===== src/rtl/vga_timing_gen_if.sv =====
// ---------------------------------------------------------------------------
// vga_timing_gen_if
// Bundles the video-timing generator's data-side signals.
//   *_in            : live chronometer time, driven by the clock keeper
//   column, row     : current pixel / line counters (16 bit)
//   enable          : visible-area flag
//   hsync, vsync    : active-low sync pulses
//   pixel_tick      : one-clk strobe on each counter advance
//   frame_start     : one-clk pulse while the counters sit at (0,0) after a wrap
//   hours..milliseconds : frame-stable snapshot of the *_in values
// Modports:
//   master : the timing generator (reads *_in, drives everything else)
//   slave  : the consumer side (drives *_in, reads timing and snapshot)
// ---------------------------------------------------------------------------
interface vga_timing_gen_if;
  logic [3:0]  hours_in;
  logic [5:0]  minutes_in;
  logic [5:0]  seconds_in;
  logic [9:0]  milliseconds_in;

  logic [15:0] column;
  logic [15:0] row;
  logic        enable;
  logic        hsync;
  logic        vsync;
  logic        pixel_tick;
  logic        frame_start;

  logic [3:0]  hours;
  logic [5:0]  minutes;
  logic [5:0]  seconds;
  logic [9:0]  milliseconds;

  modport master (
    input  hours_in, minutes_in, seconds_in, milliseconds_in,
    output column, row, enable, hsync, vsync, pixel_tick, frame_start,
    output hours, minutes, seconds, milliseconds
  );

  modport slave (
    output hours_in, minutes_in, seconds_in, milliseconds_in,
    input  column, row, enable, hsync, vsync, pixel_tick, frame_start,
    input  hours, minutes, seconds, milliseconds
  );
endinterface


===== src/rtl/vga_timing_gen.sv =====
// ---------------------------------------------------------------------------
// vga_timing_gen
// VGA raster timing generator with a frame-stable chronometer snapshot.
//   clk   : system clock (single domain)
//   reset : asynchronous, active-high
//   vga   : vga_timing_gen_if.master -- time inputs in, raster timing and
//           snapshot out
// A clock divider (CLK_DIV = 1..4 input clocks per pixel) produces
// pixel_tick; column/row advance on each tick and wrap at the totals.
// Sync and enable are pure decodes of the counter registers. The time
// snapshot reloads only when the raster enters vertical blank, so the
// drawer never sees the value change mid-image.
// ---------------------------------------------------------------------------
module vga_timing_gen #(
  parameter int CLK_DIV   = 2,
  parameter int H_VISIBLE = 640,
  parameter int H_FRONT   = 16,
  parameter int H_SYNC    = 96,
  parameter int H_BACK    = 48,
  parameter int V_VISIBLE = 480,
  parameter int V_FRONT   = 10,
  parameter int V_SYNC    = 2,
  parameter int V_BACK    = 33
) (
  input  logic            clk,
  input  logic            reset,
  vga_timing_gen_if.master vga
);

  localparam int H_TOTAL = H_VISIBLE + H_FRONT + H_SYNC + H_BACK;
  localparam int V_TOTAL = V_VISIBLE + V_FRONT + V_SYNC + V_BACK;

  localparam logic [2:0]  DIV_LAST   = 3'(CLK_DIV - 1);
  localparam logic [15:0] H_LAST     = 16'(H_TOTAL - 1);
  localparam logic [15:0] V_LAST     = 16'(V_TOTAL - 1);
  localparam logic [15:0] H_VIS      = 16'(H_VISIBLE);
  localparam logic [15:0] V_VIS      = 16'(V_VISIBLE);
  localparam logic [15:0] V_VIS_LAST = 16'(V_VISIBLE - 1);
  localparam logic [15:0] HS_START   = 16'(H_VISIBLE + H_FRONT);
  localparam logic [15:0] HS_END     = 16'(H_VISIBLE + H_FRONT + H_SYNC);
  localparam logic [15:0] VS_START   = 16'(V_VISIBLE + V_FRONT);
  localparam logic [15:0] VS_END     = 16'(V_VISIBLE + V_FRONT + V_SYNC);

  logic [2:0]  div;
  logic [15:0] column;
  logic [15:0] row;
  logic        tick;
  logic        col_last;
  logic        row_last;
  logic        snap_load;
  logic        frame_start;
  logic [3:0]  hours;
  logic [5:0]  minutes;
  logic [5:0]  seconds;
  logic [9:0]  milliseconds;

  // NOTE: with CLK_DIV=1 the divider never leaves 0, so the strobe is gated
  // by reset directly; otherwise it would read 1 while reset is held.
  assign tick      = (div == DIV_LAST) && !reset;
  assign col_last  = (column == H_LAST);
  assign row_last  = (row == V_LAST);
  assign snap_load = tick && col_last && (row == V_VIS_LAST);

  // Pixel-clock divider: 0 .. CLK_DIV-1, then wrap.
  // NOTE: every clocked block uses non-blocking assignments so all registers
  // update from the same pre-edge values.
  always_ff @(posedge clk or posedge reset) begin
    if (reset) begin
      div <= '0;
    end else if (div == DIV_LAST) begin
      div <= '0;
    end else begin
      div <= div + 3'd1;
    end
  end

  // Raster counters: advance only on pixel_tick, hold otherwise.
  always_ff @(posedge clk or posedge reset) begin
    if (reset) begin
      column <= '0;
      row    <= '0;
    end else if (tick) begin
      if (col_last) begin
        column <= '0;
        row    <= row_last ? 16'd0 : row + 16'd1;
      end else begin
        column <= column + 16'd1;
      end
    end
  end

  // Registered so it is high during the first clock spent at (0,0).
  always_ff @(posedge clk or posedge reset) begin
    if (reset) begin
      frame_start <= 1'b0;
    end else begin
      frame_start <= tick && col_last && row_last;
    end
  end

  // Time snapshot: loads on the tick that enters vertical blank, so the
  // values stay put for the whole next visible region.
  always_ff @(posedge clk or posedge reset) begin
    if (reset) begin
      hours        <= '0;
      minutes      <= '0;
      seconds      <= '0;
      milliseconds <= '0;
    end else if (snap_load) begin
      hours        <= vga.hours_in;
      minutes      <= vga.minutes_in;
      seconds      <= vga.seconds_in;
      milliseconds <= vga.milliseconds_in;
    end
  end

  assign vga.column       = column;
  assign vga.row          = row;
  assign vga.pixel_tick   = tick;
  assign vga.frame_start  = frame_start;
  assign vga.enable       = (column < H_VIS) && (row < V_VIS);
  assign vga.hsync        = !((column >= HS_START) && (column < HS_END));
  assign vga.vsync        = !((row >= VS_START) && (row < VS_END));
  assign vga.hours        = hours;
  assign vga.minutes      = minutes;
  assign vga.seconds      = seconds;
  assign vga.milliseconds = milliseconds;

endmodule


===== src/flat_wrapper.sv =====
// flat-port wrapper written by rule: the top's interface ports become plain ports
module vga_timing_gen_flat 
#(
  parameter int CLK_DIV   = 2,
  parameter int H_VISIBLE = 640,
  parameter int H_FRONT   = 16,
  parameter int H_SYNC    = 96,
  parameter int H_BACK    = 48,
  parameter int V_VISIBLE = 480,
  parameter int V_FRONT   = 10,
  parameter int V_SYNC    = 2,
  parameter int V_BACK    = 33
)
  (clk, reset, vga_hours_in, vga_minutes_in, vga_seconds_in, vga_milliseconds_in, vga_column, vga_row, vga_enable, vga_hsync, vga_vsync, vga_pixel_tick, vga_frame_start, vga_hours, vga_minutes, vga_seconds, vga_milliseconds);
  vga_timing_gen_if vga_i ();
  input  logic clk;
  input  logic reset;
  input wire logic [$bits(vga_i.hours_in)-1:0] vga_hours_in;
  input wire logic [$bits(vga_i.minutes_in)-1:0] vga_minutes_in;
  input wire logic [$bits(vga_i.seconds_in)-1:0] vga_seconds_in;
  input wire logic [$bits(vga_i.milliseconds_in)-1:0] vga_milliseconds_in;
  output wire logic [$bits(vga_i.column)-1:0] vga_column;
  output wire logic [$bits(vga_i.row)-1:0] vga_row;
  output wire logic [$bits(vga_i.enable)-1:0] vga_enable;
  output wire logic [$bits(vga_i.hsync)-1:0] vga_hsync;
  output wire logic [$bits(vga_i.vsync)-1:0] vga_vsync;
  output wire logic [$bits(vga_i.pixel_tick)-1:0] vga_pixel_tick;
  output wire logic [$bits(vga_i.frame_start)-1:0] vga_frame_start;
  output wire logic [$bits(vga_i.hours)-1:0] vga_hours;
  output wire logic [$bits(vga_i.minutes)-1:0] vga_minutes;
  output wire logic [$bits(vga_i.seconds)-1:0] vga_seconds;
  output wire logic [$bits(vga_i.milliseconds)-1:0] vga_milliseconds;
  assign vga_i.hours_in = vga_hours_in;
  assign vga_i.minutes_in = vga_minutes_in;
  assign vga_i.seconds_in = vga_seconds_in;
  assign vga_i.milliseconds_in = vga_milliseconds_in;
  assign vga_column = vga_i.column;
  assign vga_row = vga_i.row;
  assign vga_enable = vga_i.enable;
  assign vga_hsync = vga_i.hsync;
  assign vga_vsync = vga_i.vsync;
  assign vga_pixel_tick = vga_i.pixel_tick;
  assign vga_frame_start = vga_i.frame_start;
  assign vga_hours = vga_i.hours;
  assign vga_minutes = vga_i.minutes;
  assign vga_seconds = vga_i.seconds;
  assign vga_milliseconds = vga_i.milliseconds;
  vga_timing_gen #(.CLK_DIV(CLK_DIV), .H_VISIBLE(H_VISIBLE), .H_FRONT(H_FRONT), .H_SYNC(H_SYNC), .H_BACK(H_BACK), .V_VISIBLE(V_VISIBLE), .V_FRONT(V_FRONT), .V_SYNC(V_SYNC), .V_BACK(V_BACK)) u_core (.clk(clk), .reset(reset), .vga(vga_i));
endmodule

===== config.mk =====
export PLATFORM = sky130hd
export DESIGN_NAME = vga_timing_gen_flat
export DESIGN_NICKNAME = d
export VERILOG_FILES = /design/src/rtl/vga_timing_gen_if.sv /design/src/rtl/vga_timing_gen.sv /design/src/flat_wrapper.sv
export SDC_FILE = /design/constraint.sdc
export NUM_CORES = 1
export LEC_CHECK = 0
export CORE_MARGIN = 2
export CORE_UTILIZATION = 46
export CTS_CLUSTER_DIAMETER = 30
export DETAILED_ROUTE_END_ITERATION = 8
export GPL_TIMING_DRIVEN = 0
export PLACE_DENSITY = 0.84
export SETUP_SLACK_MARGIN = 0.15
export SYNTH_ARGS = -nofsm -noshare
export SYNTH_HDL_FRONTEND = slang
export SYNTH_SLANG_ARGS = --single-unit

===== constraint.sdc =====
create_clock -name clk -period 3 [get_ports clk]
set_input_delay 0.6 -clock clk [delete_from_list [all_inputs] [get_ports clk]]
set_output_delay 0.6 -clock clk [all_outputs]
set_load 0.02 [all_outputs]

Word-level counts from Yosys, hierarchy flattened
Index checks and enable logic that the tools add are counted.
{"block": "word_totals", "reg_bits": 62, "latch_bits": 0, "ramBits": 0, "rom_bits": 0, "in_bits": 28, "n_memories": 0}
{"block": "op_classes", "n_addsub": 3, "multipliers": 0, "div": 0, "n_lt_le_gt_ge": 6, "n_eq_ne": 4, "n_shift": 0, "mux": 3, "n_bitwise": 0, "reduce_logical": 11}
{"op": "adder 16 x 1 -> 16 bit, second input constant", "count": 2}
{"op": "equality test 16 x 10 -> 1 bit, second input constant", "count": 2}
{"op": "less-than comparator 16 x 10 -> 1 bit, second input constant", "count": 2}
{"op": "less-than comparator 16 x 9 -> 1 bit, second input constant", "count": 2}
{"op": "two-way mux 16 bit", "count": 2}
{"op": "equality test 16 x 9 -> 1 bit, second input constant", "count": 1}
{"op": "greater-or-equal comparator 16 x 10 -> 1 bit, second input constant", "count": 1}
{"op": "greater-or-equal comparator 16 x 9 -> 1 bit, second input constant", "count": 1}
{"op": "logical AND 1 bit", "count": 7}
{"op": "adder 3 x 1 -> 3 bit, second input constant", "count": 1}
{"op": "equality test 3 x 1 -> 1 bit, second input constant", "count": 1}
{"op": "zero test 1 bit", "count": 3}
{"op": "two-way mux 3 bit", "count": 1}
{"op": "AND reduction 2 bit", "count": 1}

Logic depth before layout (Yosys ltp)
Gate-level depths: netlist of run 1.
{"block": "logic_depth", "ltp_word": 4, "depth_mapped": 8, "depth_no_buf": 7}

Worst setup path before layout of run 1
Ideal clock, no wire load.
{"block": "synth_path", "path_type": "reg-to-output", "start": "reg u_core.row[10] (netlist: u_core.vga.row[10])", "end": "out vga_enable", "arrival_ps": 1965, "required_time_ps": 2400, "slack_ps": 435, "stages_incl_launch_ff": 5, "path_buffers": 0, "path_cell_list": "dfrtp_1 nor4_1 nand2_1 or2_2 nor4b_1"}
{"block": "synth_between", "elab_chain_cells": 2}
{"item": "start, declared", "line_no": "vga_timing_gen.sv:46", "text": "logic [15:0] row;"}
{"item": "start signal, assigned", "line_no": "vga_timing_gen.sv:85", "text": "row <= row_last ? 16'd0 : row + 16'd1;"}
{"item": "less-than comparator 16 x 9 -> 1 bit", "line_no": "vga_timing_gen.sv:121", "text": "assign vga.enable = (column < H_VIS) && (row < V_VIS);"}
{"item": "logical AND 1 bit", "line_no": "vga_timing_gen.sv:121"}
{"item": "end, declared", "line_no": "flat_wrapper.sv:24", "text": "output wire logic [$bits(vga_i.enable)-1:0] vga_enable;"}
Every way passes these cells.

Worst setup path after layout of run 1
Same ends and word-level chain as after synthesis.

==> results of run 1 <==
==> stage by stage <==
step / instance area (um2) / setup TNS (ns) / hold WS (ns) / power [W]
after floorplan: 2900 / 0 / 0.449 / 0.00102
after global placement: 3890 / -18.72 / 0.467 / 0.00113
after detailed placement: 3910 / -2.92 / 0.477 / 0.00114
after CTS: 4150 / 0 / 0.493 / 0.00200
after global routing: 4200 / 0 / 0.521 / 0.00207
final: 4200 / 0 / 0.489 / 0.00197
==> registers in the layout, indices dropped and copies added (netlist names) <==
name / count
u_core.div: 3
u_core.vga.column: 16
u_core.vga.frame_start: 1
u_core.vga.hours: 4
u_core.vga.milliseconds: 10
u_core.vga.minutes: 6
u_core.vga.row: 16
u_core.vga.seconds: 6
==> routing by layer <==
| layer | track usage [%] | share of wire (%) | vias to the layer above |
|---|---|---|---|
| li1 | - | - | 1119 |
| met5 | 0 | 0 | - |
| met4 | 9.24 | 2.0 | 0 |
| met3 | 5.47 | 6.2 | 12 |
| met2 | 30.6 | 47 | 92 |
| met1 | 25.0 | 45 | 1126 |
==> what timing repair did <==
item                                    CTS  global route
gates resized for setup                   8             1
pin swaps                                 0             2
endpoints found under the setup margin    4            28
buffers inserted                          0             6
==> placed cells by master (no fill, tap or decap), types with 3 or more instances in the layout <==
cell type	instances
sky130_fd_sc_hd__nand2_1	22
sky130_fd_sc_hd__a41oi_1	3
sky130_fd_sc_hd__nor2b_1	3
sky130_fd_sc_hd__dfrtp_1	62
sky130_fd_sc_hd__xor2_1	9
sky130_fd_sc_hd__nand3_1	12
sky130_fd_sc_hd__and3_1	7
sky130_fd_sc_hd__ha_1	4
sky130_fd_sc_hd__xnor2_1	10
sky130_fd_sc_hd__buf_4	6
sky130_fd_sc_hd__clkbuf_8	12
sky130_fd_sc_hd__mux2_2	24
sky130_fd_sc_hd__nor2_1	15
sky130_fd_sc_hd__clkdlybuf4s50_1	87
sky130_fd_sc_hd__nor3_1	8
sky130_fd_sc_hd__clkbuf_1	8
sky130_fd_sc_hd__and4_1	3
sky130_fd_sc_hd__o21ai_0	14
sky130_fd_sc_hd__a21oi_1	3
sky130_fd_sc_hd__nand4_1	3
sky130_fd_sc_hd__o31ai_1	8
sky130_fd_sc_hd__inv_1	6
sky130_fd_sc_hd__or2_2	3
==> critical path: cells and delay by family (launching register included) <==
kind / cells / cell delay [ns]
buf+inv: 1 / 0.30
flops: 1 / 0.46
simple gates: 4 / 1.10
==> final timing paths <==
path	startpoint	to	depth (start not counted)
setup / recovery	u_core.vga.row[10]$_DFFE_PP0P_	vga_enable	5
hold / removal	u_core.vga.hours[0]$_DFFE_PP0P_	u_core.vga.hours[0]$_DFFE_PP0P_	1
setup reg to reg	u_core.vga.row[0]$_DFFE_PP0P_	u_core.vga.seconds[3]$_DFFE_PP0P_	8
hold reg to reg	u_core.vga.hours[0]$_DFFE_PP0P_	u_core.vga.hours[0]$_DFFE_PP0P_	1
max in group asynchronous	reset	u_core.vga.minutes[5]$_DFFE_PP0P_	3
min in group asynchronous	reset	u_core.vga.column[13]$_DFFE_PP0N_	2
==> area by class of cell <==
type                    count  area (um2)
fillers                   436        1790
flip-flops and latches     62        1550
multi-input cells         174        1270
repair buffers             97         965
clock buffers              13         169
well taps                  75        93.8
clock inverters             3        65.1
plain buffers              12        62.6
inverters                   7        26.3
==> cell families (layout without fill, tap and decap cells) <==
logic type      count (synthesis)  count (layout)  share of synthesized area, %
compound gates                 29              29                          6.22
fa+ha+maj                       4               4                          1.73
simple gates                   94              94                          18.9
xor+xnor                       19              19                          5.75
mux                            28              28                          10.8
buf+inv                        19             132                          3.02
flops                          62              62                          53.6
==> power by group <==
group          internal (W)  total, W  switching, W  leakage [nW]
clock network      0.000535  0.000844      0.000309         0.120
logic              0.000116  0.000220      0.000104         0.903
registers          0.000865  0.000908     0.0000431         0.842
==> results.json, run 1 <==
{
  "synth.cells.most_frequent": "sky130_fd_sc_hd__dfrtp_1, sky130_fd_sc_hd__mux2_2, sky130_fd_sc_hd__nand2_1",
  "cp_slowest_cell": "sky130_fd_sc_hd__dfrtp_1",
  "synth_largest_type_area_fraction_pct": 53.6,
  "critPathKind": "flop to output pin",
  "placed_cells_incl_taps": 421,
  "yosys.area.top_type": "sky130_fd_sc_hd__dfrtp_1",
  "grt_usage_pct": 19.5,
  "synthTopCellsByArea": "sky130_fd_sc_hd__dfrtp_1, sky130_fd_sc_hd__mux2_2, sky130_fd_sc_hd__xnor2_1",
  "largest_net_degree_at_the_start_of_global_routing": 37,
  "fp.dieW_um": 83.3,
  "global_route.overflow_total": 0,
  "drive_above_1_share_pct": 16.8,
  "layout.cells.non_filler": 443,
  "synth.net_count": 287,
  "drtAntennaViolNets": 0,
  "num_vias": 2349,
  "hold_violations": 0,
  "critical_path.endpoint_type": "output pin",
  "drt-wirelength-per-cell_um": 14.8,
  "timing.critical_path.required_ns": 2.40,
  "antennaDiodeCount": 0,
  "grt_antenna_before_repair": 0,
  "port_buffers": 90,
  "postSynth.topFlopCell": "sky130_fd_sc_hd__dfrtp_1",
  "post_synth_num_cell_types": 40,
  "syn_inst": 255,
  "fp-row-count": 28,
  "worst_voltage_drop_across_the_vdd_grid_mv": 0.364,
  "design.die.area_um2": 6940,
  "clock_path_buffers": 2,
  "critPathLaunchType": "flop",
  "clock_tree.htree_level_count": 3,
  "drcViolationCount": 0,
  "cts-buffers-inserted": 9,
  "edff_count_synth": 0,
  "achievable-frequency_mhz": 358,
  "finalWorstSetupSlack_ns": 0.209,
  "start_util_pct": 48.3,
  "core-area_um2": 5990,
  "outcome": "finished, final reports clean",
  "yosysSeqAreaShare_pct": 53.6,
  "clock_pin_transition_on_the_worst_setup_and_hold_timing_paths_ns": 0.07,
  "power_density_over_cell_area_nw_per_um2": 469,
  "fin_nets": 395,
  "arrival_ns": 2.19,
  "most_common_cell_in_the_netlist": "sky130_fd_sc_hd__dfrtp_1",
  "placement.setup.worst_slack_ns": -0.131,
  "worst_slew_pin_slew_ns": 0.609,
  "ys.warnings.count": 0,
  "hold_path.class": "flop to flop",
  "timing.clock.skew_ns": 0.00694,
  "cpPeakStageDelay_ns": 0.46,
  "cellLeakagePower_nw": 1.86,
  "cts-hold-fix-buffers": 0,
  "hpwl_um": 4610,
  "final_max_slew_viol_count": 0,
  "first_global_vias": 2325,
  "dieHeight_um": 83.3,
  "cts_tree": "done",
  "mappedNetlistArea_um2": 2900,
  "numClockSinks": 62,
  "drt_iter0_markers": 53,
  "postSynth.asyncResetShare_pct": 100,
  "flops_latches_synth": 62,
  "area_delta_synth_final_pct": 45.1,
  "worstPathCellList": "nor4_2 -> nand2_1 -> or2_2 -> nor4b_2 -> clkdlybuf4s15_2",
  "detail_routed_via_count_per_cell": 5.30,
  "slew_headroom_pct": 59.4,
  "final_period_minus_worst_setup_slack_ns": 2.79,
  "final_min_period_over_clock_period_pct": 93.0,
  "grt_pass1_wl_um": 10900,
  "clock_tree.root_cell": "sky130_fd_sc_hd__clkbuf_8",
  "report.final.setup_viol": 0,
  "floorplan.io_pins": 91,
  "unrepaired_setup_endpoints_after_global_routing": "yes",
  "syn_area_per_cell_um2": 11.4,
  "worst_skew_pair.late_latency_ns": 0.33,
  "drv.max_cap_violation_count": 0,
  "gp_congestion": 0.844,
  "routed_wirelength_um": 6540,
  "drtPass1Iterations": 4,
  "layout.core_utilization_pct": 70.1,
  "crit_path_max_fanout": 8,
  "setup.reg_to_reg.worst_slack_ns": 0.60
}
No activity file was read; power rests on OpenSTA's default activity.
==> run 2, diff against run 1 <==
Settings changed: SLEW_MARGIN set to 10.
==> run 2 against run 1 <==
  * Largest power group unchanged
  * Non-clock buffer count is 2 lower
  * Sequential cell count stayed put
  * Global-route usage up 0.14 points
  * Register-to-register slack better by 0.04 ns
  * Clock-buffer cell count shrank 2
  * Via count shrank 0.55%
  * First-iteration DRC count is 7.5% lower
  * Fmax is 2.5% higher
==> results.json, run 2 (synthesis results as in run 1) <==
{
  "outcome": "finished, final reports clean",
  "drtAntennaViolNets": 0,
  "postLayoutCellArea_um2": 4160,
  "hold_path.class": "flop to flop",
  "fin_total_pwr_w": 0.00196,
  "detail_routed_via_count_per_cell": 5.30,
  "achievable-frequency_mhz": 367,
  "gp_congestion": 0.844,
  "fp.dieW_um": 83.3,
  "end_of_the_worst_hold_path": "u_core.vga.hours[0]$_DFFE_PP0P_",
  "drt_iter0_markers": 49,
  "worst_slew_pin_slew_ns": 0.746,
  "design.die.area_um2": 6940,
  "worst_skew_pair.late_latency_ns": 0.33,
  "critPathKind": "flop to output pin",
  "core-area_um2": 5990,
  "drv.max_cap_violation_count": 0,
  "largest_registers": "u_core.vga.column x16, u_core.vga.row x16, u_core.vga.milliseconds x10",
  "routed_wirelength_um": 6410,
  "final_common_cell": "sky130_fd_sc_hd__clkdlybuf4s50_1",
  "clock_tree.root_cell": "sky130_fd_sc_hd__clkbuf_8",
  "drtPass1Iterations": 4,
  "cts_tree": "done",
  "unrepaired_setup_endpoints_after_global_routing": "yes",
  "r2r_end": "u_core.vga.milliseconds[5]$_DFFE_PP0P_",
  "holdPathStages": 1,
  "grt_pass1_wl_um": 11000,
  "fin_nets": 393,
  "numClockSinks": 62,
  "grt_usage_pct": 19.6,
  "drcViolationCount": 0,
  "first_global_vias": 2349,
  "drt-wirelength-per-cell_um": 14.5,
  "arrival_ns": 2.12,
  "cts-hold-fix-buffers": 0,
  "clock_path_buffers": 2,
  "report.final.setup_viol": 0,
  "timing.critical_path.required_ns": 2.40,
  "setup.reg_to_reg.worst_slack_ns": 0.64,
  "totalNegativeSetupSlack_ns": 0,
  "floorplan.io_pins": 91,
  "slew_headroom_pct": 50.3,
  "post_placement_cell_area_um2": 3890,
  "worst_voltage_drop_across_the_vdd_grid_mv": 0.403,
  "hold_ws_ns": 0.492,
  "critical_path.endpoint_type": "output pin",
  "cellLeakagePower_nw": 1.84,
  "clock_tree.htree_level_count": 3,
  "ff2ff_path_depth": 8,
  "hpwl_um": 4500,
  "r2r-start": "u_core.vga.row[0]$_DFFE_PP0P_",
  "holdCritStartpoint": "u_core.vga.hours[0]$_DFFE_PP0P_",
  "dieHeight_um": 83.3,
  "clock_pin_transition_on_the_worst_setup_and_hold_timing_paths_ns": 0.07,
  "mostFrequentLayoutCells": "sky130_fd_sc_hd__clkdlybuf4s50_1, sky130_fd_sc_hd__dfrtp_1, sky130_fd_sc_hd__mux2_2",
  "timing.clock.skew_ns": 0.00837,
  "critPathLaunchType": "flop",
  "power_density_over_cell_area_nw_per_um2": 472,
  "layout.core_utilization_pct": 69.5,
  "start_util_pct": 48.3,
  "num_vias": 2336,
  "port_buffers": 90,
  "grt_antenna_before_repair": 0,
  "drive_above_1_share_pct": 16.4,
  "final_min_period_over_clock_period_pct": 90.8,
  "area_delta_synth_final_pct": 43.8,
  "global_route.overflow_total": 0,
  "hold_violations": 0,
  "antennaDiodeCount": 0,
  "cts-buffers-inserted": 9,
  "largest_net_degree_at_the_start_of_global_routing": 63,
  "final_max_slew_viol_count": 0,
  "crit_path_max_fanout": 8,
  "fp-row-count": 28,
  "final_period_minus_worst_setup_slack_ns": 2.72,
  "critical_path.startpoint": "u_core.vga.row[10]$_DFFE_PP0P_"
}
-- run 2: where the power goes --
group / switching, W / total (W) / leakage [nW] / internal (W)
Combinational: 0.000104 / 0.000219 / 0.882 / 0.000115
Sequential: 0.0000425 / 0.000907 / 0.842 / 0.000865
Clock: 0.000325 / 0.000839 / 0.116 / 0.000513
-- run 2: area by class of cell --
cell class | instances | area (um2)
Inverter | 7 | 28.8
Clock buffer | 11 | 151
Timing Repair Buffer | 95 | 931
Fill cell | 446 | 1830
Tap cell | 75 | 93.8
Clock inverter | 5 | 81.3
Sequential cell | 62 | 1550
Buffer | 12 | 62.6
Multi-Input combinational cell | 174 | 1260
-- run 2: per-layer routing --
layer / routed length [um] / share of wire, % / track usage, %
met2: 2990 / 47 / 31.8
met4: 76 / 1.2 / 7.75
met5: 0 / 0 / 0
met3: 402 / 6.3 / 4.97
met1: 2930 / 46 / 25.3
-- run 2: worst max-delay path by stage --
stage	endpoint	slack, ns	depth (start not counted)
finish	vga_enable	0.28	5
global route	vga_enable	0.14	5
CTS	vga_enable	0.11	5
detailed placement	u_core.vga.milliseconds[5]$_DFFE_PP0P_	-0.16	7
global placement	u_core.vga.row[3]$_DFFE_PP0P_	-0.28	2
floorplan	vga_enable	0.43	4
-- run 2: stage by stage --
stage          instances  worst slack (ns)
3_5_place_dp         420            -0.163
4_1_cts              436             0.115
6_report             441             0.276
3_3_place_gp         420            -0.281
2_1_floorplan        255             0.435
5_1_grt              441             0.142
-- run 2: timing repair --
| action | CTS | global route |
|---|---|---|
| pin swaps | 0 | 2 |
| endpoints found under the hold margin | 0 | 0 |
| gates resized for setup | 5 | 3 |
| buffers inserted | 0 | 5 |
| endpoints found under the setup margin | 4 | 28 |
-- run 2: worst max-delay path: stages, from the launching register on --
cell	delay (ns)
sky130_fd_sc_hd__dfrtp_1	0.47
sky130_fd_sc_hd__nor4_2	0.37
sky130_fd_sc_hd__nand2_1	0.13
sky130_fd_sc_hd__or2_2	0.34
sky130_fd_sc_hd__nor4b_1	0.25
sky130_fd_sc_hd__clkbuf_2	0.23
==> run 3, diff against run 2 <==
Settings changed: SETUP_SLACK_MARGIN 0.15 to not set.
==> run 3 against run 2 <==
  * Critical path type unchanged
  * Core utilization decreased by 0.50 points
  * Clock-buffer cell count unchanged
  * Largest cell class unchanged
  * Worst hold slack about the same
  * Global-route usage unchanged
  * Sequential cell count unchanged
==> results.json, run 3 (synthesis results as in run 1) <==
{
  "outcome": "finished, final reports clean",
  "dieHeight_um": 83.3,
  "start_util_pct": 48.3,
  "r2r-start": "u_core.vga.row[0]$_DFFE_PP0P_",
  "postLayoutCellArea_um2": 4130,
  "worst_slew_pin_slew_ns": 0.749,
  "achievable-frequency_mhz": 352,
  "critPathKind": "flop to output pin",
  "post_placement_cell_area_um2": 3890,
  "final_common_cell": "sky130_fd_sc_hd__clkdlybuf4s50_1",
  "num-fill-cells": 448,
  "critPathLaunchType": "flop",
  "largest_registers": "u_core.vga.column x16, u_core.vga.row x16, u_core.vga.milliseconds x10",
  "clock_tree.htree_level_count": 3,
  "grt_antenna_before_repair": 0,
  "use_met2_pct": 31.8,
  "core-area_um2": 5990,
  "area_delta_synth_final_pct": 42.7,
  "fin_nets": 387,
  "finalWorstSetupSlack_ns": 0.158,
  "drt_iter0_markers": 74,
  "drcViolationCount": 0,
  "hold_ws_ns": 0.492,
  "grt_usage_pct": 19.6,
  "hold_path.class": "flop to flop",
  "final_period_minus_worst_setup_slack_ns": 2.84,
  "arrival_ns": 2.24,
  "critical_path_buf_inv_count": 1,
  "global_route.overflow_total": 0,
  "critical_path.endpoint_type": "output pin",
  "mostFrequentLayoutCells": "sky130_fd_sc_hd__clkdlybuf4s50_1, sky130_fd_sc_hd__dfrtp_1, sky130_fd_sc_hd__mux2_2",
  "drive_above_1_share_pct": 14.7,
  "first_global_vias": 2349,
  "num_vias": 2330,
  "detail_routed_via_count_per_cell": 5.36,
  "drt-wirelength-per-cell_um": 14.7,
  "routed_wirelength_um": 6410,
  "design.die.area_um2": 6940,
  "clock_pin_transition_on_the_worst_setup_and_hold_timing_paths_ns": 0.07,
  "grt_use_met1_pct": 25.3,
  "report.final.setup_viol": 0,
  "timing.critical_path.required_ns": 2.40,
  "largest_net_degree_at_the_start_of_global_routing": 63,
  "antennaDiodeCount": 0,
  "timing.clock.skew_ns": 0.00872,
  "cts_tree": "done",
  "layout.core_utilization_pct": 69.0,
  "power_density_over_cell_area_nw_per_um2": 474,
  "final_max_slew_viol_count": 0,
  "holdCritStartpoint": "u_core.vga.hours[0]$_DFFE_PP0P_",
  "critical_path.top_delay_family": "simple AND/OR/NAND/NOR gates",
  "final_min_period_over_clock_period_pct": 94.7,
  "grt_most_used_layer": "met2",
  "grt_pass1_wl_um": 11000,
  "fp-row-count": 28,
  "worst_skew_pair.late_latency_ns": 0.33,
  "unrepaired_setup_endpoints_after_global_routing": "no",
  "slew_headroom_pct": 50.1,
  "crit_path_max_fanout": 8,
  "drtPass1Iterations": 4,
  "critical_path.startpoint": "u_core.vga.row[10]$_DFFE_PP0P_",
  "hpwl_um": 4500,
  "setup.reg_to_reg.worst_slack_ns": 0.40,
  "cp_slowest_cell": "sky130_fd_sc_hd__dfrtp_1",
  "groute.layer.met3.usage_pct": 4.97,
  "port_buffers": 90,
  "drv.max_cap_violation_count": 0,
  "numClockSinks": 62,
  "fp.dieW_um": 83.3,
  "cts-buffers-inserted": 9,
  "worst_voltage_drop_across_the_vdd_grid_mv": 0.400,
  "floorplan.io_pins": 91,
  "drtAntennaViolNets": 0,
  "cellLeakagePower_nw": 1.82,
  "gp_congestion": 0.844,
  "clock_tree.root_cell": "sky130_fd_sc_hd__clkbuf_8",
  "placement.setup.worst_slack_ns": -0.163,
  "hold_violations": 0,
  "post-cts-setup-buffers": 0,
  "clock_path_buffers": 2,
  "worstPathCellList": "nor4_2 -> nand2_1 -> or2_2 -> nor4b_1 -> clkdlybuf4s15_1",
  "cpPeakStageDelay_ns": 0.47
}
-- run 3: cell count changes in the layout (fill, tap and decap cells not counted), sizes merged --
cell	previous run	this run
buf	9	4
clkbuf	20	18
clkdlybuf4s15	0	1
dlygate4sd2	2	0
dlymetal6s2s	0	2
-- run 3: path summary, 6_finish.rpt --
path | to | cells after the start
worst min register to register | u_core.vga.hours[0]$_DFFE_PP0P_ | 1
min in group asynchronous | u_core.div[1]$_DFF_PP0_ | 2
max in group asynchronous | u_core.vga.hours[2]$_DFFE_PP0P_ | 2
worst max register to register | u_core.vga.milliseconds[5]$_DFFE_PP0P_ | 7
worst max-delay path | vga_enable | 5
worst min-delay path | u_core.vga.hours[0]$_DFFE_PP0P_ | 1
-- run 3: timing repair --
item,CTS,global route
hold buffers,0,0
setup endpoints to repair,1,4
resized for setup,2,3
-- run 3: layout make-up --
class	instances	area, um2	area share (%)
Buffer	11	57.6	1.39
Clock buffer	11	151	3.66
Clock inverter	5	81.3	1.97
Inverter	7	28.8	0.696
Multi-Input combinational cell	174	1260	30.5
Sequential cell	62	1550	37.5
Tap cell	75	93.8	2.27
Timing Repair Buffer	90	906	21.9
-- run 3: metal layers --
| layer | routed length (um) | vias up |
|---|---|---|
| li1 | - | 1109 |
| met1 | 2910 | 1125 |
| met2 | 2980 | 86 |
| met3 | 434 | 10 |
| met4 | 85 | 0 |
| met5 | 0 | - |
-- run 3: report_power, final --
group / internal (W) / leakage, nW / switching, W
clock: 0.000513 / 0.116 / 0.000325
sequential: 0.000865 / 0.842 / 0.0000432
combinational: 0.000112 / 0.864 / 0.000103
-- run 3: through the flow --
step / setup TNS, ns / instances / total power [W]
finish: 0 / 435 / 0.00196
global route: 0 / 435 / 0.00205
CTS: 0 / 436 / 0.00199
detailed placement: -3.88 / 420 / 0.00114
global placement: -18.72 / 420 / 0.00113
floorplan: 0 / 255 / 0.00102
